==> src/rtl/pr_stream_ctrl.sv <==
// Initiator for the PR IP data port: pulses pr_start, streams length words, reports done/err.
// Latency: data/handshake is a zero-latency pass-through while streaming; control outputs registered.
// Backpressure: src_ready follows pr_data_ready while streaming and is held low in every other state.
module pr_stream_ctrl #(
    parameter int DATA_WIDTH     = 16,
    parameter int LEN_WIDTH      = 24,
    parameter int TIMEOUT_CYCLES = 50000000
) (
    input  logic                  clk,
    input  logic                  n_rst,
    input  logic                  start,
    input  logic [LEN_WIDTH-1:0]  length,
    input  logic [DATA_WIDTH-1:0] src_data,
    input  logic                  src_valid,
    output logic                  src_ready,
    output logic                  pr_start,
    output logic [DATA_WIDTH-1:0] pr_data,
    output logic                  pr_data_valid,
    input  logic                  pr_data_ready,
    input  logic [2:0]            pr_status,
    output logic                  busy,
    output logic                  done,
    output logic                  err,
    output logic [2:0]            err_code
);
    localparam int            TW       = (TIMEOUT_CYCLES > 1) ? $clog2(TIMEOUT_CYCLES) : 1;
    localparam logic [TW-1:0] TMO_LAST = TW'(TIMEOUT_CYCLES - 1);

    localparam logic [2:0] ST_PR_ERR  = 3'b001;
    localparam logic [2:0] ST_CRC_ERR = 3'b010;
    localparam logic [2:0] ST_INCOMP  = 3'b011;
    localparam logic [2:0] ST_BUSY    = 3'b100;
    localparam logic [2:0] ST_OK      = 3'b101;
    localparam logic [2:0] CODE_TMO   = 3'b110;
    localparam logic [2:0] CODE_ZERO  = 3'b111;

    typedef enum logic [2:0] {
        S_IDLE,
        S_REQ,
        S_ACK,
        S_STREAM,
        S_FIN,
        S_OK,
        S_FAIL
    } state_t;

    state_t                state;
    logic [LEN_WIDTH-1:0]  len_q;
    logic [LEN_WIDTH-1:0]  word_cnt;
    logic [TW-1:0]         tmo_cnt;
    logic [DATA_WIDTH-1:0] data_q;

    logic       in_stream;
    logic       xfer;
    logic       last_xfer;
    logic       st_err;
    logic       tmo_hit;
    logic       progress;
    logic       fail_vld;
    logic [2:0] fail_code;

    assign in_stream     = (state == S_STREAM);
    assign pr_data_valid = in_stream & src_valid;
    assign src_ready     = in_stream & pr_data_ready;
    assign pr_data       = in_stream ? src_data : data_q;
    assign xfer          = in_stream & src_valid & pr_data_ready;
    assign last_xfer     = ((word_cnt + LEN_WIDTH'(1)) == len_q);
    assign st_err        = (pr_status == ST_PR_ERR) || (pr_status == ST_CRC_ERR) ||
                           (pr_status == ST_INCOMP);
    assign tmo_hit       = (tmo_cnt == TMO_LAST);

    // A status error outranks everything, including a final transfer in the same cycle.
    always_comb begin
        progress  = 1'b0;
        fail_vld  = 1'b0;
        fail_code = pr_status;
        case (state)
            S_ACK:    progress = (pr_status == ST_BUSY);
            S_STREAM: progress = xfer;
            S_FIN:    progress = (pr_status == ST_OK);
            default:  progress = 1'b0;
        endcase
        if (state == S_ACK || state == S_STREAM || state == S_FIN) begin
            if (st_err) begin
                fail_vld = 1'b1;
            end else if (tmo_hit && !progress) begin
                fail_vld  = 1'b1;
                fail_code = CODE_TMO;
            end
        end
    end

    always_ff @(posedge clk) begin
        if (!n_rst) begin
            state    <= S_IDLE;
            len_q    <= '0;
            word_cnt <= '0;
            tmo_cnt  <= '0;
            data_q   <= '0;
            pr_start <= 1'b0;
            busy     <= 1'b0;
            done     <= 1'b0;
            err      <= 1'b0;
            err_code <= '0;
        end else begin
            pr_start <= 1'b0;
            done     <= 1'b0;
            err      <= 1'b0;
            if (in_stream) begin
                data_q <= src_data;
            end
            if (fail_vld) begin
                state    <= S_FAIL;
                err      <= 1'b1;
                err_code <= fail_code;
                busy     <= 1'b0;
                tmo_cnt  <= '0;
            end else begin
                case (state)
                    S_IDLE: begin
                        tmo_cnt <= '0;
                        if (start) begin
                            if (length != '0) begin
                                len_q    <= length;
                                word_cnt <= '0;
                                err_code <= '0;
                                busy     <= 1'b1;
                                pr_start <= 1'b1;
                                state    <= S_REQ;
                            end else begin
                                err      <= 1'b1;
                                err_code <= CODE_ZERO;
                            end
                        end
                    end
                    S_REQ: begin
                        tmo_cnt <= '0;
                        state   <= S_ACK;
                    end
                    S_ACK: begin
                        if (pr_status == ST_BUSY) begin
                            tmo_cnt <= '0;
                            state   <= S_STREAM;
                        end else begin
                            tmo_cnt <= tmo_cnt + TW'(1);
                        end
                    end
                    S_STREAM: begin
                        // Each accepted word restarts the inactivity window.
                        if (xfer) begin
                            word_cnt <= word_cnt + LEN_WIDTH'(1);
                            tmo_cnt  <= '0;
                            if (last_xfer) begin
                                state <= S_FIN;
                            end
                        end else begin
                            tmo_cnt <= tmo_cnt + TW'(1);
                        end
                    end
                    S_FIN: begin
                        if (pr_status == ST_OK) begin
                            tmo_cnt <= '0;
                            done    <= 1'b1;
                            busy    <= 1'b0;
                            state   <= S_OK;
                        end else begin
                            tmo_cnt <= tmo_cnt + TW'(1);
                        end
                    end
                    S_OK, S_FAIL: begin
                        tmo_cnt <= '0;
                        state   <= S_IDLE;
                    end
                    default: begin
                        tmo_cnt <= '0;
                        state   <= S_IDLE;
                    end
                endcase
            end
        end
    end
endmodule

==> config.mk <==
export PLATFORM = sky130hd
export DESIGN_NAME = pr_stream_ctrl
export DESIGN_NICKNAME = d
export VERILOG_FILES = /design/src/rtl/pr_stream_ctrl.sv
export SDC_FILE = /design/constraint.sdc
export NUM_CORES = 1
export LEC_CHECK = 0
export ABC_AREA = 0
export CORE_UTILIZATION = 59
export CTS_BUF_LIST = sky130_fd_sc_hd__clkbuf_16
export DETAILED_ROUTE_END_ITERATION = 10
export GPL_TIMING_DRIVEN = 0
export PLACE_DENSITY = 0.85
export SLEW_MARGIN = 20
export SYNTH_ARGS = -nofsm -noshare
export SYNTH_HDL_FRONTEND = slang
export SYNTH_SLANG_ARGS = --single-unit
export TNS_END_PERCENT = 100
==> constraint.sdc <==
create_clock -name clk -period 8 [get_ports clk]
set_input_delay 2.4 -clock clk [delete_from_list [all_inputs] [get_ports clk]]
set_output_delay 2.4 -clock clk [all_outputs]
set_load 0.005 [all_outputs]
==> impl_metrics.toml <==
[routing]
drt_iter0_drc = 354
via_count = 4976
drt_pre_antenna_iters = 5
routedWlPerCell_um = 16.6
drc = 0
ant_nets = 0
via_per_inst = 5.96
wirelength_um = 13900

[timing]
maxSlewHeadroom_pct = 44.9
finalSetupViolCount = 0
clock_skew_ns = 0.00959
rsz0062_at_grt = "no"
fmax_mhz = 166
final_max_slew_viol_count = 0
hold_viol = 0
worst_pin_slew_ns = 0.820
period_needed_ns = 6.04
hold-worst-slack_ns = 0.464
post-route-period-util_pct = 75.5
setup_tns_ns = 0
setup_slack_ns = 1.96

[logic_synthesis]
seq_area_frac_synth_pct = 37.8
syn_inst = 640
yosysUniqueCellTypes = 66
synth_area_per_cell_um2 = 8.27
ys_ff_latch = 100
synth_fp_nets = 690
synth_area_um2 = 5290
synthFlopType = "dfxtp_1"
async_flop_share_pct = 0
yosys_warnings = 0
synth-edff-count = 0

[run]
cap_violations = 0

[grt]
busiest_layer = "met2"
grt_pass1_wl_um = 22800
grt_use_met1_pct = 37.4
grt_util_all_layers_pct = 30.0
grt_overflow_total = 0
gr-usage-met3_pct = 5.92
first_global_vias = 4778
grt_start_max_net_pins = 19
grt.met2_usage_pct = 50.1
antenna_found_initial = 0

[placement]
routabilityCongestion = 0.926
io_buffers = 71
place_ws_ns = 1.98
dp_hpwl_um = 10200

[die]
dieArea_um2 = 9350
core_um2 = 8720
io-pin-count = 73
die_w_um = 96.7
die_h_um = 96.7
rows = 34
initial_core_util_pct = 60.7

[cts]
clkLatencyLatePin_ns = 0.35
clock-sinks = 100
cts_resized = 0
cts_hold_buf = 0
cts_tree = "built"
cts-root-buf = "clkbuf_16"
numCtsBuffers = 9
cts_buffer_depth = 2
cts_max_level = 3
cts.clk_slew.worst_paths_ns = 0.07
cts_setup_buffers = 0

[pwr]
total_power_mw = 1.27
irDropWorstVdd_v = 0.000116
leakage_nw = 2.49
powerDensity_nw_per_um2 = 197

[setup_path]
worstPathRequired_ns = 5.60
crit_top_cell = "clkdlybuf4s50_1"
worstSetupPathType = "input port to primary output"
crit_family = "buffers and inverters"
worstPathArrival_ns = 3.64
path_buf_inv = 2
cp-start-kind = "input port"
slowest_stage = "clkdlybuf4s50_1"
crit_path_cell_trace = "clkdlybuf4s50_1, and3_1, clkdlybuf4s50_1"
critPathCaptureType = "primary output"
max_stage_delay_ns = 0.53
crit_fanout = 4

[cells_and_area]
antennaDiodeCount = 0
fin_nets = 772
nFillCells = 691
drive_gt1_share_pct = 6.19
final_common_cell = "dfxtp_1"
final_cell_mix = "dfxtp_1 (100), nand2_1 (90), clkdlybuf4s50_1 (71)"
area_growth_pct = 21.3

[outcome]
status = "complete, no violations"

[min_path]
hp-class = "flip-flop to flip-flop"
==> worst register-to-register path, cell delays in order, from the launching register on <==
cell and delay (ns):
dfxtp_1 0.54, ha_1 0.35, nand3_1 0.28, nor2_2 0.30
buf_2 0.29, nand4_1 0.21, xnor2_1 0.18, nor3_1 0.32
nand4_1 0.25, o311a_1 0.38
==> per-stage QoR <==
stage | utilization (%) | area (µm²) | std cells
global placement | 70.4 | 6140 | 819
global route | 73.6 | 6420 | 835
CTS | 73.6 | 6420 | 835
finish | 73.6 | 6420 | 835
floorplan | - | 5290 | 640
detailed placement | 70.4 | 6140 | 819
==> where the power goes <==
| group | internal [mW] | switching, mW | leakage (nW) |
|---|---|---|---|
| clock | 0.215 | 0.203 | 0.133 |
| sequential | 0.529 | 0.0240 | 0.811 |
| combinational | 0.138 | 0.158 | 1.55 |
==> cells by family after synthesis <==
kind of cell / share of synthesized area, %
buf+inv: 3.83
simple gates: 32.0
flops: 37.8
xor+xnor: 9.93
mux: 4.94
fa+ha+maj: 0.473
compound gates: 11.0
==> registers in the layout, indices dropped and copies added (netlist names) <==
signal and flops:
state 3, err 1, tmo_cnt 26, word_cnt 24, err_code 3, data_q 16, len_q 24, busy 1
done 1, pr_start 1
==> final cells by class <==
class / count / area (µm²) / share of cell area, %
Clock buffer: 9 / 225 / 3.51
Timing Repair Buffer: 71 / 711 / 11.1
Buffer: 39 / 184 / 2.87
Multi-Input combinational cell: 496 / 3090 / 48.1
Clock inverter: 7 / 55.1 / 0.858
Inverter: 5 / 18.8 / 0.292
Sequential cell: 100 / 2000 / 31.2
Tap cell: 108 / 135 / 2.11
==> cell usage after synthesis (6+ instances only) <==
| library cell | number | share of area (%) |
|---|---|---|
| a21oi_1 | 13 | 1.2 |
| and2_1 | 30 | 3.5 |
| and3_1 | 19 | 2.2 |
| buf_2 | 6 | 0.57 |
| buf_4 | 6 | 0.85 |
| clkbuf_1 | 25 | 1.8 |
| dfxtp_1 | 100 | 38 |
| mux2i_1 | 25 | 4.7 |
| nand2_1 | 90 | 6.4 |
| nand3_1 | 26 | 2.5 |
| nand4_1 | 15 | 1.8 |
| nor2_1 | 52 | 3.7 |
| nor2b_1 | 26 | 3.1 |
| nor3_1 | 13 | 1.2 |
| nor4_1 | 13 | 1.5 |
| o21ai_0 | 24 | 2.3 |
| o31ai_1 | 11 | 1.6 |
| xnor2_1 | 33 | 5.5 |
| xor2_1 | 27 | 4.5 |
==> routing by layer <==
metal | wire [µm] | vias up
li1 | - | 2395
met1 | 5990 | 2379
met2 | 6700 | 171
met3 | 861 | 31
met4 | 320 | 0
met5 | 0 | -
==> path summary, 6_finish.rpt <==
kind	startpoint	endpoint	slack [ns]	cells after the start
max	src_valid	pr_data_valid	1.96	3
min	busy	busy	0.46	2
max reg2reg	word_cnt[0]	state[1]	4.78	9
min reg2reg	busy	busy	0.46	2
No activity file was read; power rests on OpenSTA's default activity.
==> RTL change (config.mk and constraints unchanged) <==
Register the output `err_code` once more; this adds one clock of latency there. The other outputs are not delayed to match.
--- a/src/rtl/pr_stream_ctrl.sv
+++ b/src/rtl/pr_stream_ctrl.sv
@@ -43,6 +43,8 @@
         S_OK,
         S_FAIL
     } state_t;
+
+    logic [2:0] err_code_s0;
 
     state_t                state;
     logic [LEN_WIDTH-1:0]  len_q;
@@ -101,7 +103,7 @@
             busy     <= 1'b0;
             done     <= 1'b0;
             err      <= 1'b0;
-            err_code <= '0;
+            err_code_s0 <= '0;
         end else begin
             pr_start <= 1'b0;
             done     <= 1'b0;
@@ -112,7 +114,7 @@
             if (fail_vld) begin
                 state    <= S_FAIL;
                 err      <= 1'b1;
-                err_code <= fail_code;
+                err_code_s0 <= fail_code;
                 busy     <= 1'b0;
                 tmo_cnt  <= '0;
             end else begin
@@ -123,13 +125,13 @@
                             if (length != '0) begin
                                 len_q    <= length;
                                 word_cnt <= '0;
-                                err_code <= '0;
+                                err_code_s0 <= '0;
                                 busy     <= 1'b1;
                                 pr_start <= 1'b1;
                                 state    <= S_REQ;
                             end else begin
                                 err      <= 1'b1;
-                                err_code <= CODE_ZERO;
+                                err_code_s0 <= CODE_ZERO;
                             end
                         end
                     end
@@ -179,5 +181,9 @@
             end
         end
     end
+    always_ff @(posedge clk) begin
+        err_code <= err_code_s0;
+    end
+
 endmodule
 
Behaviour: not the same (a bounded check fails within 4 cycles, from zero or initial values and one cycle with n_rst low).
==> RTL change against the original RTL <==
Power up 1.8%. Final area up 1.2%. Sequential share of layout area up 0.54 points. Sequential power up 3%. Area after synthesis up 1.3%. Via count up 4.4%. Sequential cell count up 3. Largest cell class unchanged. Wire length up 1.7%. Worst setup slack better by 52 ps.
==> RTL change: results (changes against the original RTL) <==
<table>
<tr><th>Metric</th><th>Value</th></tr>
<tr><th colspan="2">Placement</th></tr>
<tr><td>Post-place setup slack</td><td>1990 ps (was 1980 ps)</td></tr>
<tr><td>Half-perimeter wire length of the detailed placement result</td><td>10100 µm (was 10200 µm)</td></tr>
<tr><td>Placer congestion estimate</td><td>0.915 (was 0.926)</td></tr>
<tr><td>Post-detailed-placement cell area</td><td>6220 µm² (was 6140 µm²)</td></tr>
<tr><td>Placed instance count</td><td>843 (was 819)</td></tr>
<tr><th colspan="2">GRT</th></tr>
<tr><td>GR Layer Usage met2</td><td>0.491 (was 0.501)</td></tr>
<tr><td>Met1 Usage GRT</td><td>0.392 (was 0.374)</td></tr>
<tr><td>Vias in the first global route</td><td>4915 (was 4778)</td></tr>
<tr><td>Overall global routing resource usage</td><td>0.302 (was 0.300)</td></tr>
<tr><th colspan="2">Drt</th></tr>
<tr><td>Met2 WL post-DR</td><td>6380 µm (was 6700 µm)</td></tr>
<tr><td>Routed metal-1 wire length</td><td>6090 µm (was 5990 µm)</td></tr>
<tr><th colspan="2">STA</th></tr>
<tr><td>Clock skew after layout</td><td>9.23 ps (was 9.59 ps)</td></tr>
<tr><th colspan="2">Synthesis</th></tr>
<tr><td>Distinct cells, synth</td><td>56 (was 66)</td></tr>
<tr><td>List of most frequent post-synthesis cells</td><td>103 x dfxtp_1, 93 x nand2_1, 53 x nor2_1 (was 100 x dfxtp_1, 90 x nand2_1, 52 x nor2_1)</td></tr>
<tr><td>Share of synthesized area occupied by flip-flops and latches</td><td>0.385 (was 0.378)</td></tr>
<tr><td>Complex-gate fraction of the synthesized area</td><td>0.125 (was 0.110)</td></tr>
<tr><td>Share of synthesized cell area in full adder, half adder and majority cells</td><td>0.00467 (was 0.00473)</td></tr>
<tr><td>Post-Synth XOR/XNOR Area</td><td>0.0849 (was 0.0993)</td></tr>
<tr><td>Mean instance size in the synthesized netlist</td><td>8.09 µm² (was 8.27 µm²)</td></tr>
<tr><th colspan="2">Pwr</th></tr>
<tr><td>Worst vdd rail ir drop</td><td>136 µV (was 116 µV)</td></tr>
<tr><td>Clock network fraction of total power</td><td>0.328 (was 0.330)</td></tr>
<tr><td>Leakage</td><td>2.37 nW (was 2.49 nW)</td></tr>
<tr><th colspan="2">Worst setup path</th></tr>
<tr><td>Largest fanout of any net on the critical path</td><td>3 (was 4)</td></tr>
<tr><td>Critical path arrival</td><td>3590 ps (was 3640 ps)</td></tr>
<tr><th colspan="2">Outcome</th></tr>
<tr><td>Run status</td><td>finished, final reports clean (unchanged)</td></tr>
</table>
## RTL change: changes by cell type in the layout (fill, tap and decap cells not counted), sizes merged, moves of 8 or more
cell / before / now
clkbuf: 34 / 45
nor4: 14 / 22
and2: 31 / 20
a31oi: 5 / 18
o21ai: 24 / 37
o31ai: 11 / 3
## RTL change: worst paths after layout
kind / to / cells after the start / from / slack [ps]
max reg2reg: state[1]$_SDFFE_PN0P_ / 8 / word_cnt[0]$_SDFFE_PN0P_ / 4590
min: err_code[0]$_DFF_P_ / 0 / err_code_s0[0]$_SDFFE_PN0P_ / 350
max: pr_data_valid / 3 / src_valid / 2010
min reg2reg: err_code[0]$_DFF_P_ / 0 / err_code_s0[0]$_SDFFE_PN0P_ / 350
## RTL change: final cells by class
class	instances	area, µm²
Multi-Input combinational cell	508	3100
Inverter	9	33.8
Tap cell	108	135
Buffer	43	171
Clock buffer	9	225
Sequential cell	103	2060
Fill cell	690	2260
Timing Repair Buffer	72	721
Clock inverter	7	55.1
